`config.mk`:
```
export PLATFORM = sky130hd
export DESIGN_NAME = ram_mp
export DESIGN_NICKNAME = d
export VERILOG_FILES = /design/src/rtl/ram_mp.sv
export SDC_FILE = /design/constraint.sdc
export NUM_CORES = 2
export LEC_CHECK = 0
export ABC_AREA = 1
export CAP_MARGIN = 20
export CELL_PAD_IN_SITES_DETAIL_PLACEMENT = 1
export CELL_PAD_IN_SITES_GLOBAL_PLACEMENT = 1
export CORE_MARGIN = 2
export CORE_UTILIZATION = 50
export DETAILED_ROUTE_END_ITERATION = 7
export PLACE_DENSITY = 0.92
export SETUP_SLACK_MARGIN = 0.3
export SLEW_MARGIN = 40
export SYNTH_ARGS = -nofsm -noshare
export SYNTH_HDL_FRONTEND = slang
export SYNTH_SLANG_ARGS = --single-unit
```
`constraint.sdc`:
```
create_clock -name clk -period 10.82 [get_ports clk]
set_input_delay 2.164 -clock clk [delete_from_list [all_inputs] [get_ports clk]]
set_output_delay 2.164 -clock clk [all_outputs]
set_load 0.01 [all_outputs]
```
`src/rtl/ram_mp.sv`:
```
// Flip-flop multi-port RAM with byte strobes, selectable read-during-write,
// optional output register and an INITVAL fill sequencer driven by reset/clr.
module ram_mp #(
  parameter int unsigned DATA    = 32,
  parameter int unsigned BYTE    = 8,
  parameter int unsigned DEPTH   = 16,
  parameter int unsigned RPORT   = 2,
  parameter int unsigned WPORT   = 2,
  parameter int unsigned OUTREG  = 0,
  parameter int unsigned RDW     = 0,
  parameter logic [DATA-1:0] INITVAL = '0,
  localparam int unsigned ADDR   = (DEPTH > 1) ? $clog2(DEPTH) : 1,
  localparam int unsigned NB     = DATA / BYTE
) (
  input  logic                    clk,
  input  logic                    reset,
  input  logic                    clr,
  output logic                    busy,
  input  logic [WPORT-1:0]        we_,
  input  logic [WPORT*ADDR-1:0]   waddr,
  input  logic [WPORT*NB-1:0]     wstrb,
  input  logic [WPORT*DATA-1:0]   wdata,
  input  logic [RPORT-1:0]        re_,
  input  logic [RPORT*ADDR-1:0]   raddr,
  output logic [RPORT*DATA-1:0]   rdata,
  output logic [RPORT-1:0]        rvalid
);

  typedef enum logic {S_IDLE, S_INIT} state_t;

  state_t          state;
  logic [ADDR-1:0] cnt;
  logic [DATA-1:0] mem     [DEPTH];
  logic [DATA-1:0] mem_nxt [DEPTH];

  logic [RPORT*DATA-1:0] rd_d;
  logic [RPORT-1:0]      rv_d;

  assign busy = (state == S_INIT);

  // Post-write image of every word. Ports are applied in ascending order so the
  // highest-index port wins a lane conflict; out-of-range addresses match no
  // word and drop naturally. The same image doubles as the RDW=1 forward path.
  always_comb begin
    for (int unsigned w = 0; w < DEPTH; w++) begin
      mem_nxt[w] = mem[w];
      if (state == S_IDLE && !clr) begin
        for (int unsigned p = 0; p < WPORT; p++) begin
          if (!we_[p] && waddr[p*ADDR +: ADDR] == ADDR'(w)) begin
            for (int unsigned b = 0; b < NB; b++) begin
              if (wstrb[p*NB + b])
                mem_nxt[w][b*BYTE +: BYTE] = wdata[p*DATA + b*BYTE +: BYTE];
            end
          end
        end
      end
    end
  end

  // Storage is deliberately left out of the reset branch; the INIT walk clears it.
  always_ff @(posedge clk) begin
    if (reset) begin
      state <= S_INIT;
      cnt   <= '0;
    end else if (state == S_INIT) begin
      for (int unsigned w = 0; w < DEPTH; w++) begin
        if (cnt == ADDR'(w))
          mem[w] <= INITVAL;
      end
      if (clr) begin
        cnt <= '0;
      end else if (cnt == ADDR'(DEPTH - 1)) begin
        cnt   <= '0;
        state <= S_IDLE;
      end else begin
        cnt <= cnt + ADDR'(1);
      end
    end else begin
      for (int unsigned w = 0; w < DEPTH; w++)
        mem[w] <= mem_nxt[w];
      if (clr) begin
        state <= S_INIT;
        cnt   <= '0;
      end
    end
  end

  always_comb begin
    rd_d = '0;
    rv_d = '0;
    for (int unsigned i = 0; i < RPORT; i++) begin
      rv_d[i] = !re_[i] && !busy;
      if (rv_d[i]) begin
        for (int unsigned w = 0; w < DEPTH; w++) begin
          if (raddr[i*ADDR +: ADDR] == ADDR'(w))
            rd_d[i*DATA +: DATA] = (RDW != 0) ? mem_nxt[w] : mem[w];
        end
      end
    end
  end

  if (OUTREG != 0) begin : g_outreg
    always_ff @(posedge clk) begin
      if (reset) begin
        rdata  <= '0;
        rvalid <= '0;
      end else begin
        rdata  <= rd_d;
        rvalid <= rv_d;
      end
    end
  end else begin : g_comb
    always_comb begin
      rdata  = rd_d;
      rvalid = rv_d;
    end
  end

endmodule

```
# --- Word level (Yosys, flattened, before mapping) ---
# Memories as Yosys holds them, arrays and structs flattened.
# Index checks and enable logic that the tools add are counted.
# Widths: inputs -> output; s select.
word_totals:
  regBits: 5
  ramBits: 512
  inputBits: 95
  output_inout_bits: 67
  wordCells: 444
  mem_count: 1
mem_list:
  columns: ["memory", "depth", "word_bits", "read_ports", "rd_clocked_by_memory_dff", "write_ports", "line", "source"]
  rows:
  - ["mem", 16, 32, 16, 0, 16, "33", "logic [DATA-1:0] mem [DEPTH];"]
op_classes:
  addsub: 1
  n_eq_ne: 75
  muxes: 301
  bitwise: 17
  n_reduce_logical: 47
op_table:
  columns: ["cell", "count"]
  rows:
  - ["$mux 32", 98]
  - ["$mux 8", 128]
  - ["$eq 4x4->1 const B", 40]
  - ["$eq 4x3->1 const B", 20]
  - ["$mux 1", 71]
  - ["$eq 4x2->1 const B", 10]
  - ["$logic_and 1x1->1", 35]
  - ["$eq 4x1->1 const B", 5]
  - ["$logic_not 4->1", 5]
  - ["$mux 4", 4]
  - ["$or 1x1->1", 16]
  - ["$logic_not 1->1", 6]
  - ["$add 4x1->4 const B", 1]
  - ["$reduce_bool 2->1", 1]
  - ["$not 1->1", 1]

# --- Longest topological paths before layout ---
depth:
  ltp_word: 18
  mapped_depth: 17
  depth_no_buf: 16

# --- Least setup slack after synthesis ---
# Ideal clock, no wire load.
synth_path:
  path_kind: "input port to output port"
  startpoint: "in raddr[0]"
  endpoint: "out rdata[16]"
  arrival_time_ns: 3.494
  required_ns: 8.656
  setup_slack_ns: 5.162
  path_stages: 12
  n_path_buf: 1
  cell_sequence: "inv_1 > nand2_1 > nor2_1 > clkbuf_1 > nand2_1 > nand4_1 > nand2_1 > nand4_1 > nand2_1 > nand3_1 > nand2_1 > a21oi_1"
synth_between:
  elab_chain_len: 18
  word_cells_on_any_way: 33
  cone_classes: "eq/ne: 15; mux: 17; reduce/logical: 1"
synth_lines:
  columns: ["element", "line", "source"]
  rows:
  - ["start, declared", "24", "input logic [RPORT*ADDR-1:0] raddr,"]
  - ["$logic_not 4->1", "95", "if (raddr[i*ADDR +: ADDR] == ADDR'(w))"]
  - ["$mux 32 (15 in a row)", "95", null]
  - ["$mux 32 (*)", "95", null]
  - ["$mux 32 (*)", "93", "if (rv_d[i]) begin"]
  - ["end, declared", "25", "output logic [RPORT*DATA-1:0] rdata,"]
# Every way passes the cells marked *; elsewhere a longest branch is shown, timed or not.

# --- Final worst setup path ---
layout_path:
  startpoint: "in raddr[2]"
  endpoint: "out rdata[28]"
# The elaborated chain is that of the path after synthesis.

==> impl_metrics.json <==
{
  "yosys_warnings": 0,
  "synth_enable_flop_cells": 512,
  "timing.critical_path.mode_cell": "sky130_fd_sc_hd__nor2_1",
  "cts.clk_slew.worst_paths_ns": 0.06,
  "initial_core_utilization": 0.506,
  "crit_path_top_delay_cell": "sky130_fd_sc_hd__inv_1",
  "worst_path_largest_cell_delay_ns": 0.62,
  "grt_overflow": 0,
  "rsz_0062_raised_after_global_routing": "false",
  "ys_seq_elements": 517,
  "postSynth.topFlopCell": "sky130_fd_sc_hd__edfxtp_1",
  "area_enclosed_by_the_die_boundary_sq_um": 74500,
  "fin_setup_tns_ns": 0,
  "initialDrtViolationCount": 6356,
  "final_layout_size_suffix_gt1_frac": 0.0694,
  "post_synth_most_frequent_cells": "sky130_fd_sc_hd__nand2_1, sky130_fd_sc_hd__edfxtp_1, sky130_fd_sc_hd__inv_1",
  "clock_insertion_delay_worst_skew_ns": 0.66,
  "final_max_slew_viol_count": 0,
  "cp.required_ns": 8.66,
  "post-route-worst-setup-slack_ns": 2.52,
  "cts-buffers-inserted": 60,
  "syn_area_sq_um": 36100,
  "post-cts-setup-buffer-count": 0,
  "max-clock-path-buffers": 3,
  "drc": 0,
  "vias": 41300,
  "cts_tree": "built",
  "pin_count": 162,
  "vdd.ir_drop.worst_mv": 0.134,
  "h_tree_levels": 2,
  "fmaxAchievable_mhz": 120,
  "synth_top_cell_by_area": "sky130_fd_sc_hd__edfxtp_1",
  "cts_root_buf": "sky130_fd_sc_hd__clkbuf_16",
  "timing.hold.worst.class": "flop to flop",
  "relSlewSlack": 0.357,
  "clock-skew-final_ns": 0.0205,
  "routed_wirelength_um": 171000,
  "cell_variety_after_synth": 32,
  "period_needed_ns": 8.30,
  "layout_worst_path_cycle_share": 0.767,
  "cts-resized-gates": 0,
  "lkg_pwr_nw": 14.6,
  "cp_data_arrival_time_ns": 6.14,
  "synth_sequential_area_ratio": 0.428,
  "avgSynthCellArea_sq_um": 7.76,
  "numPortBuffers": 161,
  "maximum_number_of_pins_on_one_net_before_global_route_repair": 164,
  "globalplace.congestion": 1.01,
  "dpl.cell_count": 5565,
  "core_area_sq_um": 71500,
  "final-setup-viol-count": 0,
  "pre_cts_ws_ns": 2.77,
  "yosys.area.top_type_share": 0.425,
  "std_cell_rows": 98,
  "syn-instance-count": 4656,
  "post_drt_via_cell_ratio": 7.27,
  "final_nets": 4776,
  "routed_wire_length_per_instance_um": 30.2,
  "syn2layout_area_growth_pct": 12.1,
  "first_global_vias": 41300,
  "dieWidth_um": 273,
  "layout.cells.non_filler": 5678,
  "criticalPathCategory": "primary input to primary output",
  "antenna_violating_nets_post_route": 0,
  "grt_use_total": 0.450,
  "max_cap_violations": 0,
  "power_density_nw_per_um2": 120,
  "design_power_total_mw": 4.85,
  "timing.critical_path.to_type": "primary output",
  "status": "completed",
  "antenna_found_initial": 3,
  "post-synth-top-count-cell": "sky130_fd_sc_hd__nand2_1",
  "worst-path-max-fanout": 27,
  "worst_tran_pin_value_ns": 0.965,
  "ffs_w_async_s_r_synth": 0,
  "fp.dieH_um": 273,
  "finalCoreUtilization": 0.567,
  "cells_traversed_along_the_worst_timing_path": "clkdlybuf4s50_1, nor2_2, buf_4, nand2_1, inv_1, nand2_1, nand4_1, nor2_1, nand4_1, nor2_1, nand4_1, nor2_1, nor2_1, clkdlybuf4s50_1",
  "drt-pass1-iter-count": 6,
  "cts.sink_count": 517,
  "postSynthNetCount": 4755,
  "place_hpwl_um": 120000,
  "hold_violations": 0,
  "wire_length_of_the_first_global_routing_pass_um": 255000,
  "post_synth_main_area_contributors": "sky130_fd_sc_hd__edfxtp_1, sky130_fd_sc_hd__nand2_1, sky130_fd_sc_hd__a221oi_1, sky130_fd_sc_hd__inv_1, sky130_fd_sc_hd__nor2_1",
  "hold_buffers": 0,
  "timing.critical_path.from_type": "primary input"
}
kinds of logic after synthesis:
group | count (synthesis) | share of synthesized area
AOI/OAI and AO/OA | 1276 | 0.244
and+or+nand+nor | 2040 | 0.234
DFF | 517 | 0.428
adders and majority gates | 4 | 0.00138
buffers and inverters | 819 | 0.0918
stage by stage:
stage	area (sq um)	hold slack, ns
CTS	40500	0.572
finish	40500	0.570
detailed placement	38600	0.554
global route	40500	0.611
floorplan	36100	0.513
global placement	38400	0.549
registers in the layout, indices dropped and copies added, names as in the netlist:
name,cells
busy,1
cnt,4
mem,512
placed cells by master, fill, tap and decap left out, types with 61 or more instances in the layout:
master	netlist	routed
sky130_fd_sc_hd__o21ai_0	210	210
sky130_fd_sc_hd__inv_1	500	493
sky130_fd_sc_hd__edfxtp_1	512	512
sky130_fd_sc_hd__clkdlybuf4s50_1	0	160
sky130_fd_sc_hd__nand2_1	1173	1173
sky130_fd_sc_hd__nand4_1	171	171
sky130_fd_sc_hd__clkbuf_16	0	61
sky130_fd_sc_hd__o22ai_1	174	174
sky130_fd_sc_hd__a221oi_1	358	358
sky130_fd_sc_hd__a21oi_1	204	194
sky130_fd_sc_hd__nor2_2	14	70
sky130_fd_sc_hd__a211oi_1	203	203
sky130_fd_sc_hd__buf_4	3	79
sky130_fd_sc_hd__nand3_1	144	144
sky130_fd_sc_hd__nor2_1	472	412
layout make-up:
cell class | instances | area [sq um]
clock inverter | 40 | 349
sequential | 517 | 15500
tap | 950 | 1190
timing repair buffer | 247 | 2300
multi-input combinational | 3320 | 17600
antenna | 3 | 7.51
inverter | 531 | 1990
fill | 8814 | 31000
clock buffer | 70 | 1560
power by group:
group          switching, mW  internal [mW]
Sequential            0.0125           2.19
Combinational          0.427          0.127
Clock                  0.916           1.18
layer usage:
layer	routed length, um	global-route usage	part of all wire	up-vias
li1	-	-	-	16900
met1	57700	0.543	0.34	19900
met2	76400	0.703	0.45	3494
met3	20700	0.0911	0.12	1016
met4	16600	0.357	0.097	4
met5	60	0	0.00035	-
worst max-delay path: cells and delay by family:
kind                   cells  cell delay [ns]
buffers and inverters      4             1.91
AND/OR/NAND/NOR           10             2.03
final timing paths:
path	endpoint	from	slack, ns	cells after the start
hold / removal	cnt[0]$_SDFFE_PP0P_	cnt[0]$_SDFFE_PP0P_	0.57	1
hold reg to reg	cnt[0]$_SDFFE_PP0P_	cnt[0]$_SDFFE_PP0P_	0.57	1
setup / recovery	rdata[28]	raddr[2]	2.52	14
setup reg to reg	mem[1][163]$_DFFE_PP_	busy$_SDFF_PP1_	6.96	10
Power figures use the tool's default switching activity.
